===== src/rtl/idu_seq.sv =====
// idu_seq: sequential front end of the T84C increment/decrement unit.
// Holds the IDU register, forms pass/inc/dec results through a grouped
// carry-lookahead chain, and returns them over a done/ack handshake.
// A repeat-decrement mode counts the register down once per clock until it
// reaches zero (or abort is raised), for BC counting in block instructions.
// Optional feature: define IDU_ZERO_DETECT_EN to register a zero flag
// alongside dout; otherwise zero is tied low.
//
// state | meaning
// IDLE  | waiting for start; captures din/op
// CALC  | single-cycle pass/inc/dec, writes dout
// RPT   | decrement once per clock until zero or abort
// HOLD  | done high, result held until ack
module idu_seq #(
    parameter int WIDTH = 16,
    parameter int GROUP = 4
) (
    input  logic             clk,
    input  logic             nreset,
    input  logic             start,
    input  logic [1:0]       op,
    input  logic [WIDTH-1:0] din,
    input  logic             abort,
    input  logic             ack,
    output logic             busy,
    output logic             step,
    output logic             done,
    output logic [WIDTH-1:0] dout,
    output logic             carry_out,
    output logic             zero
);

    localparam int NGRP = WIDTH / GROUP;

    localparam logic [1:0] OP_PASS = 2'b00;
    localparam logic [1:0] OP_INC  = 2'b01;
    localparam logic [1:0] OP_DEC  = 2'b10;
    localparam logic [1:0] OP_RPT  = 2'b11;

    typedef enum logic [1:0] {IDLE, CALC, RPT, HOLD} state_t;

    state_t           state;
    logic [WIDTH-1:0] q;
    logic [1:0]       op_l;

    logic [WIDTH-1:0] a_in;
    logic [WIDTH-1:0] cy;
    logic [WIDTH-1:0] sum;
    logic [WIDTH-1:0] dec_val;
    logic [WIDTH-1:0] res;
    logic             c_all;
    logic             gc;
    logic             run;

    logic             wb_en;
    logic [WIDTH-1:0] wb_val;
    logic             wb_carry;

    // Increment works on q directly; decrement reuses the same chain on ~q.
    assign a_in = (op_l == OP_INC) ? q : ~q;

    // Grouped lookahead: group carry-in is the AND of all lower groups, then
    // ripples inside the group. cy[i] ends up as AND(a_in[i-1:0]).
    always_comb begin
        cy  = '0;
        gc  = 1'b1;
        run = 1'b1;
        for (int g = 0; g < NGRP; g++) begin
            run = gc;
            for (int k = 0; k < GROUP; k++) begin
                cy[g*GROUP+k] = run;
                run           = run & a_in[g*GROUP+k];
            end
            gc = gc & (&a_in[g*GROUP +: GROUP]);
        end
        c_all = gc;
    end

    assign sum     = a_in ^ cy;
    assign dec_val = ~sum;

    // Result select for the single-cycle CALC operation.
    always_comb begin
        case (op_l)
            OP_PASS: res = q;
            OP_INC:  res = sum;
            default: res = dec_val;
        endcase
    end

    // Writeback decision: CALC always writes; RPT writes on abort or when
    // the count lands on zero. The 0 -> all-ones wrap is not a terminal case.
    always_comb begin
        wb_en    = 1'b0;
        wb_val   = res;
        wb_carry = 1'b0;
        case (state)
            CALC: begin
                wb_en    = 1'b1;
                wb_val   = res;
                wb_carry = ((op_l == OP_INC) || (op_l == OP_DEC)) && c_all;
            end
            RPT: begin
                if (abort) begin
                    wb_en  = 1'b1;
                    wb_val = q;
                end else if (dec_val == '0) begin
                    wb_en  = 1'b1;
                    wb_val = '0;
                end
            end
            default: ;
        endcase
    end

    // Sequencer state, IDU register and registered handshake outputs.
    always_ff @(posedge clk or negedge nreset) begin
        if (!nreset) begin
            state     <= IDLE;
            q         <= '0;
            op_l      <= OP_PASS;
            dout      <= '0;
            carry_out <= 1'b0;
            done      <= 1'b0;
            step      <= 1'b0;
            busy      <= 1'b0;
        end else begin
            step <= 1'b0;
            case (state)
                IDLE: begin
                    if (start) begin
                        q     <= din;
                        op_l  <= op;
                        busy  <= 1'b1;
                        state <= (op == OP_RPT) ? RPT : CALC;
                    end
                end
                CALC: begin
                    dout      <= wb_val;
                    carry_out <= wb_carry;
                    done      <= 1'b1;
                    state     <= HOLD;
                end
                RPT: begin
                    if (!abort) begin
                        q    <= dec_val;
                        step <= 1'b1;
                    end
                    if (wb_en) begin
                        dout      <= wb_val;
                        carry_out <= 1'b0;
                        done      <= 1'b1;
                        state     <= HOLD;
                    end
                end
                HOLD: begin
                    if (ack) begin
                        done  <= 1'b0;
                        busy  <= 1'b0;
                        state <= IDLE;
                    end
                end
                default: state <= IDLE;
            endcase
        end
    end

`ifdef IDU_ZERO_DETECT_EN
    // Zero flag tracks whatever is written into dout.
    always_ff @(posedge clk or negedge nreset) begin
        if (!nreset) begin
            zero <= 1'b0;
        end else if (wb_en) begin
            zero <= ~|wb_val;
        end
    end
`else
    assign zero = 1'b0;
`endif

endmodule

===== config.mk =====
export PLATFORM = sky130hd
export DESIGN_NAME = idu_seq
export DESIGN_NICKNAME = d
export VERILOG_FILES = /design/src/rtl/idu_seq.sv
export SDC_FILE = /design/constraint.sdc
export NUM_CORES = 1
export LEC_CHECK = 0
export CORE_ASPECT_RATIO = 1.75
export CORE_UTILIZATION = 55
export CTS_CLUSTER_DIAMETER = 120
export DETAILED_ROUTE_END_ITERATION = 6
export PLACE_DENSITY = 0.81
export SYNTH_ARGS = -nofsm -noshare
export SYNTH_HDL_FRONTEND = slang
export SYNTH_SLANG_ARGS = --single-unit

===== constraint.sdc =====
create_clock -name clk -period 4.3 [get_ports clk]
set_input_delay 0.86 -clock clk [delete_from_list [all_inputs] [get_ports clk]]
set_output_delay 0.86 -clock clk [all_outputs]
set_load 0.01 [all_outputs]

==> Word-level counts from Yosys, hierarchy flattened <==
Index checks and enable logic that the tools add are counted.
{ "totals": {"ff_bits": 40, "in_bits": 23, "output_inout_bits": 21, "word_cells": 81} }
{ "classes": {"eq_ne": 10, "muxes": 27, "bitwise": 17, "reduce_logical": 19} }
{ "ops": {"columns": ["op", "n"], "rows": [
  ["$mux W16", 7],
  ["$pmux W16 S2", 3],
  ["$not A16 Y16", 2],
  ["$logic_not A16 Y1", 1],
  ["$reduce_and A4 Y1", 4],
  ["$xor A16 B16 Y16", 1],
  ["$and A1 B1 Y1", 14],
  ["$reduce_and A3 Y1", 4],
  ["$eq A2 B2 Y1 const B", 4],
  ["$mux W1", 8],
  ["$mux W2", 4],
  ["$ne A2 B2 Y1 const B", 4],
  ["$pmux W2 S4", 1],
  ["$pmux W1 S2", 3],
  ["$reduce_bool A2 Y1", 3],
  ["$eq A2 B1 Y1 const B", 2],
  ["$logic_not A2 Y1", 2],
  ["$reduce_and A2 Y1", 2],
  ["$pmux W1 S3", 1],
  ["$reduce_bool A3 Y1", 1],
  ["$logic_and A1 B1 Y1", 1],
  ["$logic_or A1 B1 Y1", 1]
]} }

==> Depth between registers and ports, before layout <==
{ "logic_depth": {"word_depth": 16, "ltp_mapped": 17} }

==> Least setup slack after synthesis <==
OpenSTA, ideal clock, no wires.
{ "synth_path": {"path_type": "flip-flop to flip-flop", "from": "register op_l[0]", "to": "register done", "setup_time_ns": 0.128, "t_arrival_ns": 3.280, "t_required_ns": 4.172, "path_slack_ns": 0.893, "stages_incl_launch_ff": 15, "n_path_buf": 2, "path_cell_list": "dfrtp_1 > ha_1 > buf_6 > or4_4 > mux2i_4 > and3_1 > ha_1 > ha_1 > ha_1 > xor2_1 > and3_1 > o221ai_2 > buf_6 > a211oi_2 > mux2_1"} }
{ "synth_via": {"elab_chain_len": 16} }
{ "synth_lines": {"columns": ["item", "line", "text"], "rows": [
  ["start: declaration", "44", "logic [1:0] op_l;"],
  ["start signal: assignment", "133", "op_l <= op;"],
  ["$eq A2 B1 Y1 (*)", "60", "assign a_in = (op_l == OP_INC) ? q : ~q;"],
  ["$mux W16 (*)", "60", null],
  ["$reduce_and A4 Y1", "74", "gc = gc & (&a_in[g*GROUP +: GROUP]);"],
  ["$and A1 B1 Y1 (2 in series)", "74", null],
  ["$and A1 B1 Y1 (3 in series)", "72", "run = run & a_in[g*GROUP+k];"],
  ["$xor A16 B16 Y16 (*)", "79", "assign sum = a_in ^ cy;"],
  ["$not A16 Y16 (*)", "80", "assign dec_val = ~sum;"],
  ["$logic_not A16 Y1 (*)", "107", "end else if (dec_val == '0) begin"],
  ["$mux W1 (*)", "107", null],
  ["$mux W1 (*)", "104", "if (abort) begin"],
  ["$pmux W1 S2 (*)", "97", "case (state)"],
  ["$ne A2 B2 Y1 (no source line) (*)", null, null],
  ["$reduce_and A3 Y1 (no source line) (*)", null, null],
  ["end signal: assignment", "124", "done <= 1'b0;"],
  ["end signal: assignment", "141", "done <= 1'b1;"],
  ["end signal: assignment", "152", "done <= 1'b1;"],
  ["end: declaration", "27", "output logic done,"]
]} }
Mark *: on every way between the ends. The rest lies on a longest branch, timed or not.
A chain may end at the register's enable or synchronous reset.

==> Worst setup path in the final report <==
{ "layout_path": {"from": "register op_l[1]", "to": "register carry_out"} }
{ "layout_via": {"elab_chain_len": 16} }
{ "layout_lines": {"columns": ["item", "line", "text"], "rows": [
  ["$eq A2 B1 Y1", "60, 101", null],
  ["$mux W16", "60", null],
  ["$reduce_and A4 Y1", "74", null],
  ["$and A1 B1 Y1 (2 in series)", "74", null],
  ["$and A1 B1 Y1 (3 in series)", "72", null],
  ["$xor A16 B16 Y16", "79", null],
  ["$not A16 Y16", "80", null],
  ["$logic_not A16 Y1", "107", null],
  ["$mux W1", "107", null],
  ["$mux W1", "104", null],
  ["$pmux W1 S2", "97", null],
  ["$ne A2 B2 Y1 (no source line)", null, null],
  ["$reduce_and A2 Y1 (no source line)", null, null],
  ["end signal: assignment", "140", "carry_out <= wb_carry;"],
  ["end: declaration", "29", "output logic carry_out,"]
]} }
Parallel ways exist; a longest one is shown, timed or not.

==> results.py <==
metrics = {
    "sta": {
        "setup_viol": 0,
        "finalCriticalPeriod_ns": 3.88,
        "fin_setup_tns_ns": 0,
        "period_share": 0.902,
        "hold_violations": 0,
        "slew-limit-headroom": 0.409,
        "tightest_slew_ns": 0.886,
        "fin_worst_skew_ns": 0.00408,
        "timing.fmax_mhz": 258,
        "setup_ws_ns": 0.421,
        "rsz0062_at_grt": "no",
        "slew_viol_final": 0,
    },
    "global_routing": {
        "grt_pass1_vias": 2373,
        "grt_usage": 0.249,
        "grt_pass1_wl_mm": 11.0,
        "grt_start_max_net_pins": 41,
        "antenna_found_initial": 0,
        "grt-ovfl-total": 0,
    },
    "synth": {
        "postSynth.asyncResetShare": 1.00,
        "synth_most_common_cell": "dfrtp_1",
        "yosys.area.top_type": "dfrtp_1",
        "synth-simple-area-share": 0.143,
        "synth_compound_area_frac": 0.227,
        "synth_xor_area_frac": 0.0540,
        "synth.avg_cell_area_um2": 8.83,
        "synth_top_family_by_area": "compound AO/OA/AOI/OAI gates",
        "ys_seq_area_frac": 0.343,
        "syn_inst": 331,
        "yosys_warnings": 0,
        "synthDistinctLibCells": 50,
        "synth-edff-count": 0,
        "synth_area_um2": 2920,
        "synth.top_cell.area_share": 0.343,
        "ys_seq_elements": 40,
        "synth_common_cells": "40 x dfrtp_1, 36 x o21ai_0, 26 x nand2_1",
        "yosys.area_share.adder": 0.0685,
        "syn_nets": 370,
        "synth_ff_type": "dfrtp_1",
        "yosys-mux-area-fraction": 0.0797,
        "yosys-top-cells-area": "dfrtp_1 34%, ha_1 6.9%, o21ai_0 6.2%",
    },
    "floorplan": {
        "core_um2": 5020,
        "rows": 34,
        "dieArea_um2": 5620,
        "num_io_pins": 44,
        "fp.dieW_um": 57.1,
        "initial_core_util": 0.582,
        "fp.dieH_um": 98.4,
    },
    "setup_path": {
        "setup.worst_path.class": "reg -> reg",
        "cp_max_fo": 18,
        "r2r-start": "op_l[1]$_DFFE_PN0P_",
        "worst_path_most_repeated_cell": "ha_1",
        "crit_family": "adder cells",
        "critical_path.slowest_cell": "dfrtp_1",
        "crit_path_max_incr_delay_ns": 0.37,
        "start_kind": "flop",
        "startpoint": "op_l[1]$_DFFE_PN0P_",
        "critical_path_buf_inv_count": 3,
        "endpoint_kind": "flop",
        "critical_path_arrival_ns": 4.09,
        "crit_required_ns": 4.51,
        "cp_cell_sequence": "inv_1 > ha_1 > buf_4 > xor2_1 > a211oi_1 > and3_1 > ha_1 > ha_1 > ha_1 > nand4_1 > nor3_1 > o221ai_2 > a21oi_4 > buf_4 > mux2i_1",
    },
    "clock_tree": {
        "postCtsResizedCells": 0,
        "clkTransAtPathRegs_ns": 0.07,
        "insertion_delay_ns": 0.29,
        "clockBufferDepth": 2,
        "postCtsHoldBufs": 0,
        "cts_tree": "done",
        "cts_max_level": 2,
        "cts_setup_buffers": 0,
        "cts.sinks": 40,
        "cts_made_buffers": 5,
        "cts-root-buf": "clkbuf_8",
    },
    "routing": {
        "drtIter0Drc": 107,
        "first_pass_iters": 7,
        "vias_per_cell": 6.15,
        "drc_errors": 7,
        "routedWlPerCell_um": 16.2,
        "wirelength_mm": 6.69,
        "vias": 2545,
        "postRouteAntennaNets": 0,
    },
    "power": {
        "cellLeakagePower_nw": 1.45,
        "p_per_area_nw_per_um2": 924,
        "seq_power_share": 0.249,
        "ir_worst_vdd_mv": 0.547,
        "p_comb_frac": 0.668,
        "p_switching_mw": 1.47,
        "p_int_mw": 1.65,
        "switching_share": 0.472,
        "pwr-share-clk": 0.082,
    },
    "layout": {
        "drive_gt1_frac": 0.0750,
        "area_delta_synth_final_pct": 15.8,
        "fillers": 411,
        "nNetsFinal": 398,
        "final_core_util": 0.674,
        "diodes": 0,
    },
    "place": {
        "dp_hpwl_mm": 5.00,
        "port_buffers": 42,
        "gp_congestion": 0.870,
        "pre_cts_ws_ns": 0.476,
    },
    "run": {
        "maxCapViolations": 0,
    },
    "hold_path": {
        "hold_start": "op_l[1]$_DFFE_PN0P_",
        "hp-class": "reg -> reg",
    },
    "outcome": {
        "failed_checks": "DRC",
        "status": "finished, violations left",
    },
}
[registers in the layout, indices dropped and copies added (netlist names)]
signal	count
op_l	2
step	1
done	1
busy	1
state	2
q	16
dout	16
carry_out	1
[path summary, 6_finish.rpt]
check / end / slack [ns] / depth (start not counted)
worst max-delay path: carry_out$_DFFE_PN0P_ / 0.42 / 15
worst min-delay path: op_l[1]$_DFFE_PN0P_ / 0.51 / 1
worst max register to register: carry_out$_DFFE_PN0P_ / 0.42 / 15
worst min register to register: op_l[1]$_DFFE_PN0P_ / 0.51 / 1
max in group asynchronous: q[3]$_DFFE_PN0P_ / 3.07 / 1
min in group asynchronous: q[8]$_DFFE_PN0P_ / 0.69 / 1
[placed cells by master (no fill, tap or decap), types with 2 or more instances in the layout]
| cell type | n |
|---|---|
| o22ai_1 | 6 |
| a22o_1 | 6 |
| xnor2_1 | 10 |
| or3_1 | 2 |
| mux2_2 | 7 |
| and2_1 | 2 |
| buf_4 | 6 |
| o2bb2ai_1 | 10 |
| clkdlybuf4s50_1 | 41 |
| mux2i_1 | 12 |
| nand4_1 | 4 |
| nor3_1 | 14 |
| ha_1 | 16 |
| xor2_1 | 8 |
| clkbuf_1 | 2 |
| o211ai_1 | 2 |
| and3_1 | 4 |
| or4_1 | 2 |
| nand2b_1 | 4 |
| o21ai_0 | 36 |
| nand3_1 | 9 |
| clkbuf_8 | 6 |
| a21boi_0 | 2 |
| nand2_1 | 26 |
| inv_1 | 23 |
| o211a_1 | 2 |
| o21a_1 | 2 |
| nor2_1 | 10 |
| a31oi_1 | 8 |
| dfrtp_1 | 40 |
| a21oi_1 | 19 |
[metrics by stage]
stage | std cells | hold slack [ns] | total power [mW] | area [um^2]
3_5_place_dp | 406 | 0.492 | 2.84 | 3290
6_report | 414 | 0.507 | 3.13 | 3380
3_3_place_gp | 406 | 0.476 | 2.77 | 3290
4_1_cts | 414 | 0.511 | 3.11 | 3380
5_1_grt | 414 | 0.530 | 3.38 | 3380
2_1_floorplan | 331 | 0.479 | 2.31 | 2920
[cell families after synthesis]
family,Yosys count
adder cells (fa/ha/maj),16
flip-flops,40
other,1
multiplexers,21
AO/OA/AOI/OAI,102
AND/OR/NAND/NOR,83
buffers and inverters,50
XOR/XNOR,18
[routing by layer]
layer  vias up  track usage  routed length (um)
met1      1193        0.292                2650
met4         0        0.105                 191
met3        18       0.0354                 242
met2        87        0.444                3610
met5         -            0                   0
li1       1247            -                   -
[power groups by stage]
stage          combinational, mW  clock [mW]  sequential (mW)
2_1_floorplan               1.58           0            0.732
3_3_place_gp                1.99           0            0.776
3_5_place_dp                2.05           0            0.784
4_1_cts                     2.07       0.264            0.776
5_1_grt                     2.30       0.276            0.803
6_report                    2.09       0.257            0.779
[cell type report]
class	count	area, um^2	share of cell area
Tap cell	54	67.6	0.0200
Inverter	23	86.3	0.0255
Sequential cell	40	1000	0.296
Clock buffer	8	90.1	0.0266
Multi-Input combinational cell	241	1680	0.496
Timing Repair Buffer	48	460	0.136
Power figures use the tool's default switching activity.
